### src/rtl/alu_control_md.sv
// ALU operation decoder with an iterative RV M-extension multiply/divide engine.
// Operation is purely combinational; the MD engine runs PREP -> CALC (XLEN cycles) -> FIX -> DONE.
module alu_control_md #(
  parameter int XLEN = 32
) (
  input  logic            clk,
  input  logic            reset,
  input  logic [1:0]      ALUOp,
  input  logic [2:0]      Funct3,
  input  logic [6:0]      Funct7,
  input  logic [6:0]      op,
  input  logic            start,
  input  logic [XLEN-1:0] rs1,
  input  logic [XLEN-1:0] rs2,
  output logic [3:0]      Operation,
  output logic            md_busy,
  output logic            md_done,
  output logic [XLEN-1:0] md_result
);

  localparam int CW = $clog2(XLEN);

  localparam logic [3:0] OP_ADD  = 4'b0000;
  localparam logic [3:0] OP_SUB  = 4'b0001;
  localparam logic [3:0] OP_AND  = 4'b0010;
  localparam logic [3:0] OP_OR   = 4'b0011;
  localparam logic [3:0] OP_XOR  = 4'b0100;
  localparam logic [3:0] OP_SLT  = 4'b0101;
  localparam logic [3:0] OP_SLL  = 4'b0110;
  localparam logic [3:0] OP_SRL  = 4'b0111;
  localparam logic [3:0] OP_SRA  = 4'b1000;
  localparam logic [3:0] OP_SLTU = 4'b1001;
  localparam logic [3:0] OP_MD   = 4'b1111;

  localparam logic [XLEN-1:0] MIN_NEG  = {1'b1, {(XLEN-1){1'b0}}};
  localparam logic [CW-1:0]   CNT_LOAD = CW'(XLEN-1);

  typedef enum logic [2:0] {
    S_IDLE,
    S_PREP,
    S_CALC,
    S_FIX,
    S_DONE
  } state_t;

  state_t              state_q, state_d;
  logic [XLEN-1:0]     a_q, a_d;
  logic [XLEN-1:0]     b_q, b_d;
  logic [XLEN-1:0]     result_q, result_d;
  logic [2:0]          f3_q, f3_d;
  logic [2*XLEN-1:0]   acc_q, acc_d;
  logic [CW-1:0]       cnt_q, cnt_d;
  logic                neg_q, neg_d;
  logic                special_q, special_d;
  logic                busy_q, busy_d;
  logic                done_q, done_d;

  logic                is_md;
  logic                md_start;
  logic                unused_op_bits;

  logic                is_div, is_rem;
  logic                signed_a, signed_b;
  logic                sign_a, sign_b;
  logic [XLEN-1:0]     abs_a, abs_b;
  logic                div_by_zero, div_ovf;

  logic [XLEN:0]       mul_sum;
  logic [XLEN:0]       div_shift;
  logic                div_ge;
  logic [XLEN-1:0]     div_diff;

  logic [2*XLEN-1:0]   prod_fix;
  logic [XLEN-1:0]     quo_fix, rem_fix;
  logic [XLEN-1:0]     fix_val;

  assign is_md          = (ALUOp == 2'b10) & op[5] & (Funct7 == 7'b0000001);
  assign md_start       = start & is_md;
  assign unused_op_bits = ^{op[6], op[4:0]};

  always_comb begin
    Operation = OP_ADD;
    case (ALUOp)
      2'b00: Operation = OP_ADD;
      2'b01: Operation = OP_SUB;
      2'b10: begin
        if (is_md) begin
          Operation = OP_MD;
        end else begin
          case (Funct3)
            3'b000:  Operation = (op[5] & Funct7[5]) ? OP_SUB : OP_ADD;
            3'b001:  Operation = OP_SLL;
            3'b010:  Operation = OP_SLT;
            3'b011:  Operation = OP_SLTU;
            3'b100:  Operation = OP_XOR;
            3'b101:  Operation = Funct7[5] ? OP_SRA : OP_SRL;
            3'b110:  Operation = OP_OR;
            default: Operation = OP_AND;
          endcase
        end
      end
      default: Operation = OP_ADD;
    endcase
  end

  // rs1 is unsigned for MULHU/DIVU/REMU; rs2 additionally unsigned for MULHSU.
  assign is_div   = f3_q[2];
  assign is_rem   = f3_q[2] & f3_q[1];
  assign signed_a = ~(f3_q[0] & (f3_q[1] | f3_q[2]));
  assign signed_b = signed_a & (f3_q != 3'b010);
  assign sign_a   = signed_a & a_q[XLEN-1];
  assign sign_b   = signed_b & b_q[XLEN-1];
  assign abs_a    = sign_a ? -a_q : a_q;
  assign abs_b    = sign_b ? -b_q : b_q;

  assign div_by_zero = is_div & (b_q == '0);
  assign div_ovf     = is_div & ~f3_q[0] & (a_q == MIN_NEG) & (b_q == '1);

  // Both engines share acc: multiply keeps {partial_hi, multiplier}, divide keeps {remainder, quotient}.
  assign mul_sum   = {1'b0, acc_q[2*XLEN-1:XLEN]} + (acc_q[0] ? {1'b0, b_q} : '0);
  assign div_shift = {acc_q[2*XLEN-1:XLEN], acc_q[XLEN-1]};
  assign div_ge    = div_shift >= {1'b0, b_q};
  assign div_diff  = div_shift[XLEN-1:0] - b_q;

  assign prod_fix = neg_q ? -acc_q : acc_q;
  assign quo_fix  = neg_q ? -acc_q[XLEN-1:0] : acc_q[XLEN-1:0];
  assign rem_fix  = neg_q ? -acc_q[2*XLEN-1:XLEN] : acc_q[2*XLEN-1:XLEN];

  always_comb begin
    fix_val = '0;
    if (special_q) begin
      fix_val = acc_q[XLEN-1:0];
    end else if (is_div) begin
      fix_val = f3_q[1] ? rem_fix : quo_fix;
    end else if (f3_q[1:0] == 2'b00) begin
      fix_val = prod_fix[XLEN-1:0];
    end else begin
      fix_val = prod_fix[2*XLEN-1:XLEN];
    end
  end

  always_comb begin
    state_d   = state_q;
    a_d       = a_q;
    b_d       = b_q;
    f3_d      = f3_q;
    acc_d     = acc_q;
    cnt_d     = cnt_q;
    neg_d     = neg_q;
    special_d = special_q;
    result_d  = result_q;

    case (state_q)
      S_IDLE, S_DONE: begin
        if (md_start) begin
          state_d = S_PREP;
          a_d     = rs1;
          b_d     = rs2;
          f3_d    = Funct3;
        end else begin
          state_d = S_IDLE;
        end
      end
      S_PREP: begin
        neg_d = is_rem ? sign_a : (sign_a ^ sign_b);
        if (div_by_zero) begin
          special_d = 1'b1;
          acc_d     = {{XLEN{1'b0}}, (f3_q[1] ? a_q : {XLEN{1'b1}})};
          state_d   = S_FIX;
        end else if (div_ovf) begin
          special_d = 1'b1;
          acc_d     = {{XLEN{1'b0}}, (f3_q[1] ? {XLEN{1'b0}} : a_q)};
          state_d   = S_FIX;
        end else begin
          special_d = 1'b0;
          acc_d     = {{XLEN{1'b0}}, abs_a};
          b_d       = abs_b;
          cnt_d     = CNT_LOAD;
          state_d   = S_CALC;
        end
      end
      S_CALC: begin
        if (is_div) begin
          acc_d = div_ge ? {div_diff, acc_q[XLEN-2:0], 1'b1}
                         : {div_shift[XLEN-1:0], acc_q[XLEN-2:0], 1'b0};
        end else begin
          acc_d = {mul_sum, acc_q[XLEN-1:1]};
        end
        if (cnt_q == '0) begin
          state_d = S_FIX;
        end else begin
          cnt_d = cnt_q - 1'b1;
        end
      end
      S_FIX: begin
        result_d = fix_val;
        state_d  = S_DONE;
      end
      default: state_d = S_IDLE;
    endcase

    busy_d = (state_d == S_PREP) || (state_d == S_CALC) || (state_d == S_FIX);
    done_d = (state_d == S_DONE);
  end

  always_ff @(posedge clk or posedge reset) begin
    if (reset) begin
      state_q   <= S_IDLE;
      a_q       <= '0;
      b_q       <= '0;
      f3_q      <= '0;
      acc_q     <= '0;
      cnt_q     <= '0;
      neg_q     <= 1'b0;
      special_q <= 1'b0;
      result_q  <= '0;
      busy_q    <= 1'b0;
      done_q    <= 1'b0;
    end else begin
      state_q   <= state_d;
      a_q       <= a_d;
      b_q       <= b_d;
      f3_q      <= f3_d;
      acc_q     <= acc_d;
      cnt_q     <= cnt_d;
      neg_q     <= neg_d;
      special_q <= special_d;
      result_q  <= result_d;
      busy_q    <= busy_d;
      done_q    <= done_d;
    end
  end

  assign md_busy   = busy_q;
  assign md_done   = done_q;
  assign md_result = result_q;

endmodule
### config.mk
export PLATFORM = sky130hd
export DESIGN_NAME = alu_control_md
export DESIGN_NICKNAME = d
export VERILOG_FILES = /design/src/rtl/alu_control_md.sv
export SDC_FILE = /design/constraint.sdc
export NUM_CORES = 1
export LEC_CHECK = 0
export CORE_ASPECT_RATIO = 0.7
export CORE_MARGIN = 2
export CORE_UTILIZATION = 60
export DETAILED_ROUTE_END_ITERATION = 8
export PLACE_DENSITY = 0.85
export SLEW_MARGIN = 20
export SYNTH_ARGS = -nofsm -noshare
export SYNTH_HDL_FRONTEND = slang
export SYNTH_SLANG_ARGS = --single-unit
### constraint.sdc
create_clock -name clk -period 16.9 [get_ports clk]
set_clock_uncertainty 0.2 [all_clocks]
set_input_delay 3.38 -clock clk [delete_from_list [all_inputs] [get_ports clk]]
set_output_delay 3.38 -clock clk [all_outputs]
set_load 0.05 [all_outputs]
; ---- Yosys cells after proc, flatten, opt, wreduce, memory -nomap -nowiden
; Cells that the tools add are included.
[totals]
register_bits = 175
in_bits = 86
out_inout_bits = 38
wordCells = 113
[op_classes]
add_sub_neg = 8
n_lt_le_gt_ge = 1
n_eq_ne = 25
mux = 38
bitwise = 17
n_reduce_logical = 13
[op_table]
columns = op, n
row1 = 32-bit two-way mux, 16
row2 = 64-bit two-way mux, 3
row3 = 32-bit negator, 4
row4 = 64-bit one-hot mux with 2 select lines, 1
row5 = 32-bit == test (second input constant), 2
row6 = 64-bit negator, 1
row7 = 32-bit one-hot mux with 2 select lines, 1
row8 = 32-bit by 32-bit adder with 33-bit output, 1
row9 = 33-bit by 32-bit >= comparator with 1-bit output, 1
row10 = 32-bit logical NOT, 1
row11 = 32-bit subtractor, 1
row12 = 4-bit one-hot mux with 7 select lines, 1
row13 = 3-bit by 2-bit == test with 1-bit output (second input constant), 6
row14 = 3-bit == test (second input constant), 5
row15 = 5-bit two-way mux, 3
row16 = 1-bit bitwise AND, 13
row17 = 3-bit one-hot mux with 4 select lines, 1
row18 = 2-bit != test (second input constant), 5
row19 = 5-bit one-hot mux with 2 select lines, 1
row20 = 3-bit by 1-bit == test with 1-bit output (second input constant), 3
row21 = 4-bit two-way mux, 2
row22 = 4-bit one-hot mux with 2 select lines, 1
row23 = 7-bit by 1-bit == test with 1-bit output (second input constant), 1
row24 = 1-bit two-way mux, 7
row25 = 17 further kinds, 21

; ---- Longest topological paths before layout
; Gate-level depths: netlist of run 1.
[depth]
ltp_word = 10
mapped_depth = 15
ltp_nobuf = 14

; ---- Worst setup path after synthesis of run 1
; No wires, ideal clock.
[synth_path]
path_kind = input to output
startpoint = input ALUOp[0]
endpoint = output Operation[0]
t_arrival_ns = 4.733
required_ns = 13.320
path_slack_ns = 8.587
path_stages = 8
n_path_buf = 0
cell_sequence = inv_1 ha_1 nand2_1 nor2_1 nand4b_1 o211ai_1 a21oi_1 nor2_1
[synth_via]
elab_chain_cells = 5
elab_cells_between_ends = 6
classes_between = eq/ne: 2 / mux: 2 / bitwise: 2
[synth_lines]
columns = item, line_no
row1 = "start, declared", 8  ; input logic [1:0] ALUOp,
row2 = 2-bit == test, "77, 83"
row3 = 1-bit bitwise AND (2 in a row), 77  ; assign is_md = (ALUOp == 2'b10) & op[5] & (Funct7 == 7'b0000001);
row4 = 4-bit two-way mux, 87  ; if (is_md) begin
row5 = 4-bit one-hot mux with 2 select lines (*), 83  ; case (ALUOp)
row6 = "end, declared", 15  ; output logic [3:0] Operation,
; Every way passes the cells marked *; elsewhere a longest branch is shown, timed or not.

; ---- Worst setup path after layout of run 1
[layout_path]
startpoint = input ALUOp[1]
endpoint = output Operation[0]
; The elaborated chain is that of the path after synthesis.

==> reports/results.ini, run 1 <==
[routing]
avgViaCountPerCell = 7.00
drt-initial-drc-count = 2716
vias = 17407
drcViolationCount = 0
routed_wirelength_mm = 55.9
avgRoutedWirePerCell_um = 22.5
drt-pass1-iter-count = 6
ant_nets = 0

[floorplan]
fp.dieW_um = 199
top_level_ports = 124
row_count = 49
core_sq_um = 25900
start_util = 0.616
dieArea_sq_um = 28000
die_h_um = 141

[global_routing]
grt_overflow = 0
antenna_found_initial = 0
grt_pass1_vias = 15722
track_usage = 0.399
grt_max_degree = 93
grt_pass1_wl_mm = 87.3

[synthesis]
ys_ff_latch = 175
ys_types = 82
ys_seq_area_frac = 0.274
synth_common_cells = 283 x nand2_1, 196 x a21oi_1, 175 x dfrtp_1
mappedNetlistNets = 2274
synth_edf_count = 0
ys_async_sr_fraction = 1.00
synth_area_sq_um = 16000
synth.most_common_cell = nand2_1
synth.largest_area_cell = dfrtp_1
synth_top_area_share = 0.274
yosys_warnings = 0
synth_cells = 2114
synthTopCellsByArea = dfrtp_1 27%, nand2_1 6.6%, a21oi_1 6.1%
syn_area_per_cell_sq_um = 7.56
synth_flop_cell = dfrtp_1

[sta]
hold-worst-slack_ns = 0.288
period_share = 0.550
slew_headroom = 0.252
rsz0062_at_grt = false
finalHoldViolCount = 0
fmax_ghz = 0.108
worstMarginPinSlew_ns = 1.12
setup_viol = 0
slew_viol_final = 0
tns_ns = 0
min_period_ns = 9.30

[clocking]
htreeDepth = 4
clock_sink_count = 175
cts_tree = done
clock_latency_ns = 0.46
postCtsResizedCells = 0
clockBufferDepth = 2
post_cts_buffers = 0
cts.root.buffer_cell = clkbuf_16
cts-hold-fix-buffers = 0
cts_buffers = 17
clkTransAtPathRegs_ns = 0.07

[power]
swShare = 0.501
internal-power_mw = 1.29
power_frac_comb = 0.555
peakVddDrop_v = 0.000121
net-switching-power_mw = 1.30
p_leak_nw = 7.38
clockPowerShare = 0.166
p_seq_frac = 0.279
powerDensity_nw_per_um2 = 146

[placement]
portBuffers = 117
dp_hpwl_mm = 40.0
gp_congestion = 0.974

[critical_path]
reg2reg_from = acc_q[39]$_DFFE_PP0P_
cp-start-kind = input pin
cp_max_fo = 5
max_stage_delay_ns = 0.81
reg2reg_to = acc_q[62]$_DFFE_PP0P_
cp.arrival_ns = 5.72
critPathRequiredTime_ns = 13.32
path_cells = clkdlybuf4s50_1 > ha_1 > nand2_1 > nor2_1 > nand4b_1 > o211ai_1 > a21oi_1 > nor2_1 > clkdlybuf4s50_1
reg2regPathDepth = 10
rrSetupSlack_ns = 12.12
setup.worst_path.class = in -> out
crit_path_end_kind = primary output
cp_slowest_cell = clkdlybuf4s50_1

[flow_run]
drv_cap = 0

[final_layout]
syn2layout_area_growth_pct = 11.3
antennaDiodeCount = 0
fillCellCount = 2167
nets = 2277
drive_gt1_frac = 0.0521

[min_path]
hp-start = md_result[20]$_DFFE_PP0N_
hold_class = reg -> reg
whs_path_depth = 2
hold-path-endpoint = md_result[20]$_DFFE_PP0N_

[status]
status = completed

[cell families (layout without fill, tap and decap cells)]
kind of cell | after synthesis | count (layout) | synth area share
compound gates | 746 | 746 | 0.295
simple gates | 723 | 723 | 0.219
buf+inv | 227 | 243 | 0.0555
flops | 175 | 175 | 0.274
xor+xnor | 119 | 119 | 0.0652
fa+ha+maj | 74 | 74 | 0.0589
mux | 50 | 50 | 0.0319
[power by group through the flow]
stage | registers (mW) | logic (mW) | clock network [mW]
5_1_grt | 0.730 | 1.56 | 0.444
3_3_place_gp | 0.707 | 1.33 | 0
6_report | 0.723 | 1.44 | 0.431
4_1_cts | 0.707 | 1.39 | 0.428
3_5_place_dp | 0.713 | 1.38 | 0
2_1_floorplan | 0.611 | 1.09 | 0
[layout make-up]
type / instances / area, sq um / share of cell area
flip-flops and latches: 175 / 4380 / 0.247
inverters: 76 / 290 / 0.0163
well taps: 357 / 447 / 0.0251
clock inverters: 13 / 168 / 0.00943
clock buffers: 19 / 443 / 0.0249
repair buffers: 135 / 1310 / 0.0735
multi-input cells: 1712 / 10700 / 0.604
[worst max path at each step]
stage              from                  to  slack, ns  depth (start not counted)
2_1_floorplan     reset  a_q[0]$_DFFE_PP0P_       8.57                          1
3_3_place_gp   ALUOp[0]        Operation[0]       7.65                         10
3_5_place_dp   ALUOp[0]        Operation[0]       7.62                         10
4_1_cts        ALUOp[1]        Operation[0]       7.62                          9
5_1_grt        ALUOp[1]        Operation[0]       7.41                          9
6_report       ALUOp[1]        Operation[0]       7.60                          9
[cell usage in the layout, fill, tap and decap left out, drive strengths merged, types with 58 or more instances in the layout]
cell           count
nand2            283
a21oi            196
o21ai            196
dfrtp            175
nor2             145
clkdlybuf4s50    117
inv               83
ha                72
xnor2             70
nor3              58
[critical path: cells and delay by family]
family	cells	cell delay, ns
buf+inv	2	1.30
compound gates	2	0.29
simple gates	4	0.55
fa+ha+maj	1	0.21
[flip-flops by register name, summed over array words and instances (netlist names)]
register,cells
md_done,1
a_q,32
b_q,32
acc_q,64
f3_q,3
neg_q,1
md_busy,1
cnt_q,5
special_q,1
state_q,3
md_result,32
[per-stage QoR]
| stage | total power, mW | setup WS, ns | std cells | area (sq um) | util |
|---|---|---|---|---|---|
| after floorplan | 1.70 | 8.57 | 2114 | 16000 | - |
| after global routing | 2.74 | 7.41 | 2487 | 17800 | 0.685 |
| after detailed placement | 2.09 | 7.62 | 2455 | 17200 | 0.662 |
| after global placement | 2.03 | 7.65 | 2455 | 17200 | 0.662 |
| final | 2.59 | 7.60 | 2487 | 17800 | 0.685 |
| after CTS | 2.52 | 7.62 | 2487 | 17800 | 0.685 |
[routing by layer]
| layer | track usage | wire length, um | part of all wire |
|---|---|---|---|
| met4 | 0.114 | 1500 | 0.027 |
| met1 | 0.582 | 23000 | 0.41 |
| met2 | 0.556 | 22900 | 0.41 |
| met5 | 0 | 0 | 0 |
| met3 | 0.134 | 8470 | 0.15 |
No activity file was read; power rests on OpenSTA's default activity.
==> inputs of run 2 (changes only) <==
CORE_UTILIZATION = 55   (was 60)
PLACE_DENSITY = 0.82   (was 0.85)
clock period = 8 ns   (was 16.9 ns; I/O delays follow)
==> run 2 against run 1 <==
  * Cell area is 0.21% higher
  * Worst hold slack worse by 0.0025 ns
  * Die area grew 8.9%
  * Sequential power grew 110%
  * Utilization shrank 6.6 points
  * Routed wire length decreased by 0.29%
  * Critical path depth is the same
  * Global-route usage shrank 4.1 points
  * Critical endpoint unchanged
  * Via count fell by 1.1%
  * Non-clock buffer count up 1
  * Sequential share of layout area shrank 0.052 points
  * Total power grew 110%
==> reports/results.ini, run 2 (synthesized netlist as in run 1, its figures left out) <==
[routing]
avgRoutedWirePerCell_um = 22.2
ant_nets = 0
drcViolationCount = 0
avgViaCountPerCell = 6.86
drt-initial-drc-count = 2347
drt-pass1-iter-count = 6
vias = 17217
routed_wirelength_mm = 55.7

[floorplan]
die_h_um = 147
core_sq_um = 28800
row_count = 52
fp.dieW_um = 208
dieArea_sq_um = 30400
start_util = 0.556
top_level_ports = 124

[clocking]
cts.root.buffer_cell = clkbuf_16
htreeDepth = 4
post_cts_buffers = 0
clockBufferDepth = 2
cts-hold-fix-buffers = 0
clock_sink_count = 175
cts_buffers = 17
clock_latency_ns = 0.46
clkTransAtPathRegs_ns = 0.07
cts_tree = done
postCtsResizedCells = 0

[power]
powerDensity_nw_per_um2 = 307
swShare = 0.500
p_leak_nw = 7.38
power_frac_comb = 0.557
fin_total_pwr_mw = 5.47
internal-power_mw = 2.73
net-switching-power_mw = 2.73
clockPowerShare = 0.165
p_seq_frac = 0.279
peakVddDrop_v = 0.000159

[critical_path]
reg2reg_to = acc_q[13]$_DFFE_PP0P_
critPathRequiredTime_ns = 6.20
cp-start-kind = input pin
setup.worst_path.class = in -> out
crit_path_end_kind = primary output
reg2regPathDepth = 11
reg2reg_from = b_q[1]$_DFFE_PP0P_
cp_max_fo = 5
cp.arrival_ns = 3.91
rrSetupSlack_ns = 3.07

[sta]
fmax_ghz = 0.175
period_share = 0.714
timing.final.ws_setup_ns = 2.29
rsz0062_at_grt = false
min_period_ns = 5.71
finalHoldViolCount = 0
tns_ns = 0
worstMarginPinSlew_ns = 1.14
setup_viol = 0
slew_headroom = 0.238
slew_viol_final = 0

[min_path]
whs_path_depth = 2
hold_class = reg -> reg
hp-start = md_result[0]$_DFFE_PP0N_
hold-path-endpoint = md_result[0]$_DFFE_PP0N_

[final_layout]
antennaDiodeCount = 0
syn2layout_area_growth_pct = 11.5
largest_reg_flops = 64
nets = 2278
layout_common_cells = 282 x nand2_1, 196 x a21oi_1, 173 x o21ai_0, 173 x dfrtp_1, 140 x nor2_1
fillCellCount = 2586
largest-register = acc_q
final_cell_area_sq_um = 17800
final_common_cell = nand2_1
drive_gt1_frac = 0.0521

[placement]
post-place-ws_ns = 2.31
portBuffers = 117
gp_congestion = 0.971
dp_hpwl_mm = 40.0
placed_cell_area_sq_um = 17200

[global_routing]
track_usage = 0.358
antenna_found_initial = 0
grt_pass1_wl_mm = 86.6
grt_pass1_vias = 15405
grt_max_degree = 93
grt_overflow = 0

[status]
status = completed

[flow_run]
drv_cap = 0

[run 2: cell count changes in the layout (fill, tap and decap cells not counted), sizes merged]
cell | previous run | this run
buf | 18 | 19
clkbuf | 19 | 21
clkinvlp | 0 | 1
inv | 83 | 80
[run 2: layout make-up]
| cell class | count | area (sq um) | share of cell area |
|---|---|---|---|
| Sequential cell | 175 | 4380 | 0.246 |
| Tap cell | 378 | 473 | 0.0266 |
| Multi-Input combinational cell | 1712 | 10700 | 0.603 |
| Clock buffer | 21 | 460 | 0.0259 |
| Timing Repair Buffer | 136 | 1310 | 0.0738 |
| Clock inverter | 11 | 150 | 0.00843 |
| Inverter | 76 | 290 | 0.0163 |
[run 2: worst max-delay path, stage by stage]
cell             delay, ns
clkdlybuf4s50_1       0.49
ha_1                  0.21
nand2_1               0.07
nor2_1                0.09
nand4b_1              0.28
o211ai_1              0.20
a21oi_1               0.09
nor2_1                0.09
clkdlybuf4s50_1       0.80
[run 2: worst max-delay path by stage]
stage | end | cells past startpoint | start
after floorplan | a_q[0]$_DFFE_PP0P_ | 1 | reset
after global placement | Operation[0] | 10 | ALUOp[0]
after detailed placement | Operation[0] | 9 | ALUOp[1]
after CTS | Operation[0] | 10 | ALUOp[0]
after global routing | Operation[0] | 10 | ALUOp[0]
final | Operation[0] | 9 | ALUOp[1]
[run 2: per-layer routing]
layer	track usage	routed length, um	up-vias
li1	-	-	7783
met1	0.530	24000	8216
met2	0.493	22400	1085
met3	0.114	7770	133
met4	0.107	1530	0
met5	0	0	-
[run 2: power groups by stage]
stage	registers [mW]	clock network, mW	logic (mW)
after CTS	1.49	0.898	2.94
final	1.52	0.900	3.04
after floorplan	1.29	0	2.31
after global placement	1.49	0	2.82
after global routing	1.54	0.937	3.32
after detailed placement	1.51	0	2.91
[run 2: per-stage QoR]
stage	hold WS (ns)	util	instances
final	0.286	0.619	2509
after CTS	0.291	0.619	2509
after floorplan	0.273	-	2114
after detailed placement	0.275	0.598	2477
after global placement	0.268	0.598	2477
after global routing	0.316	0.619	2509
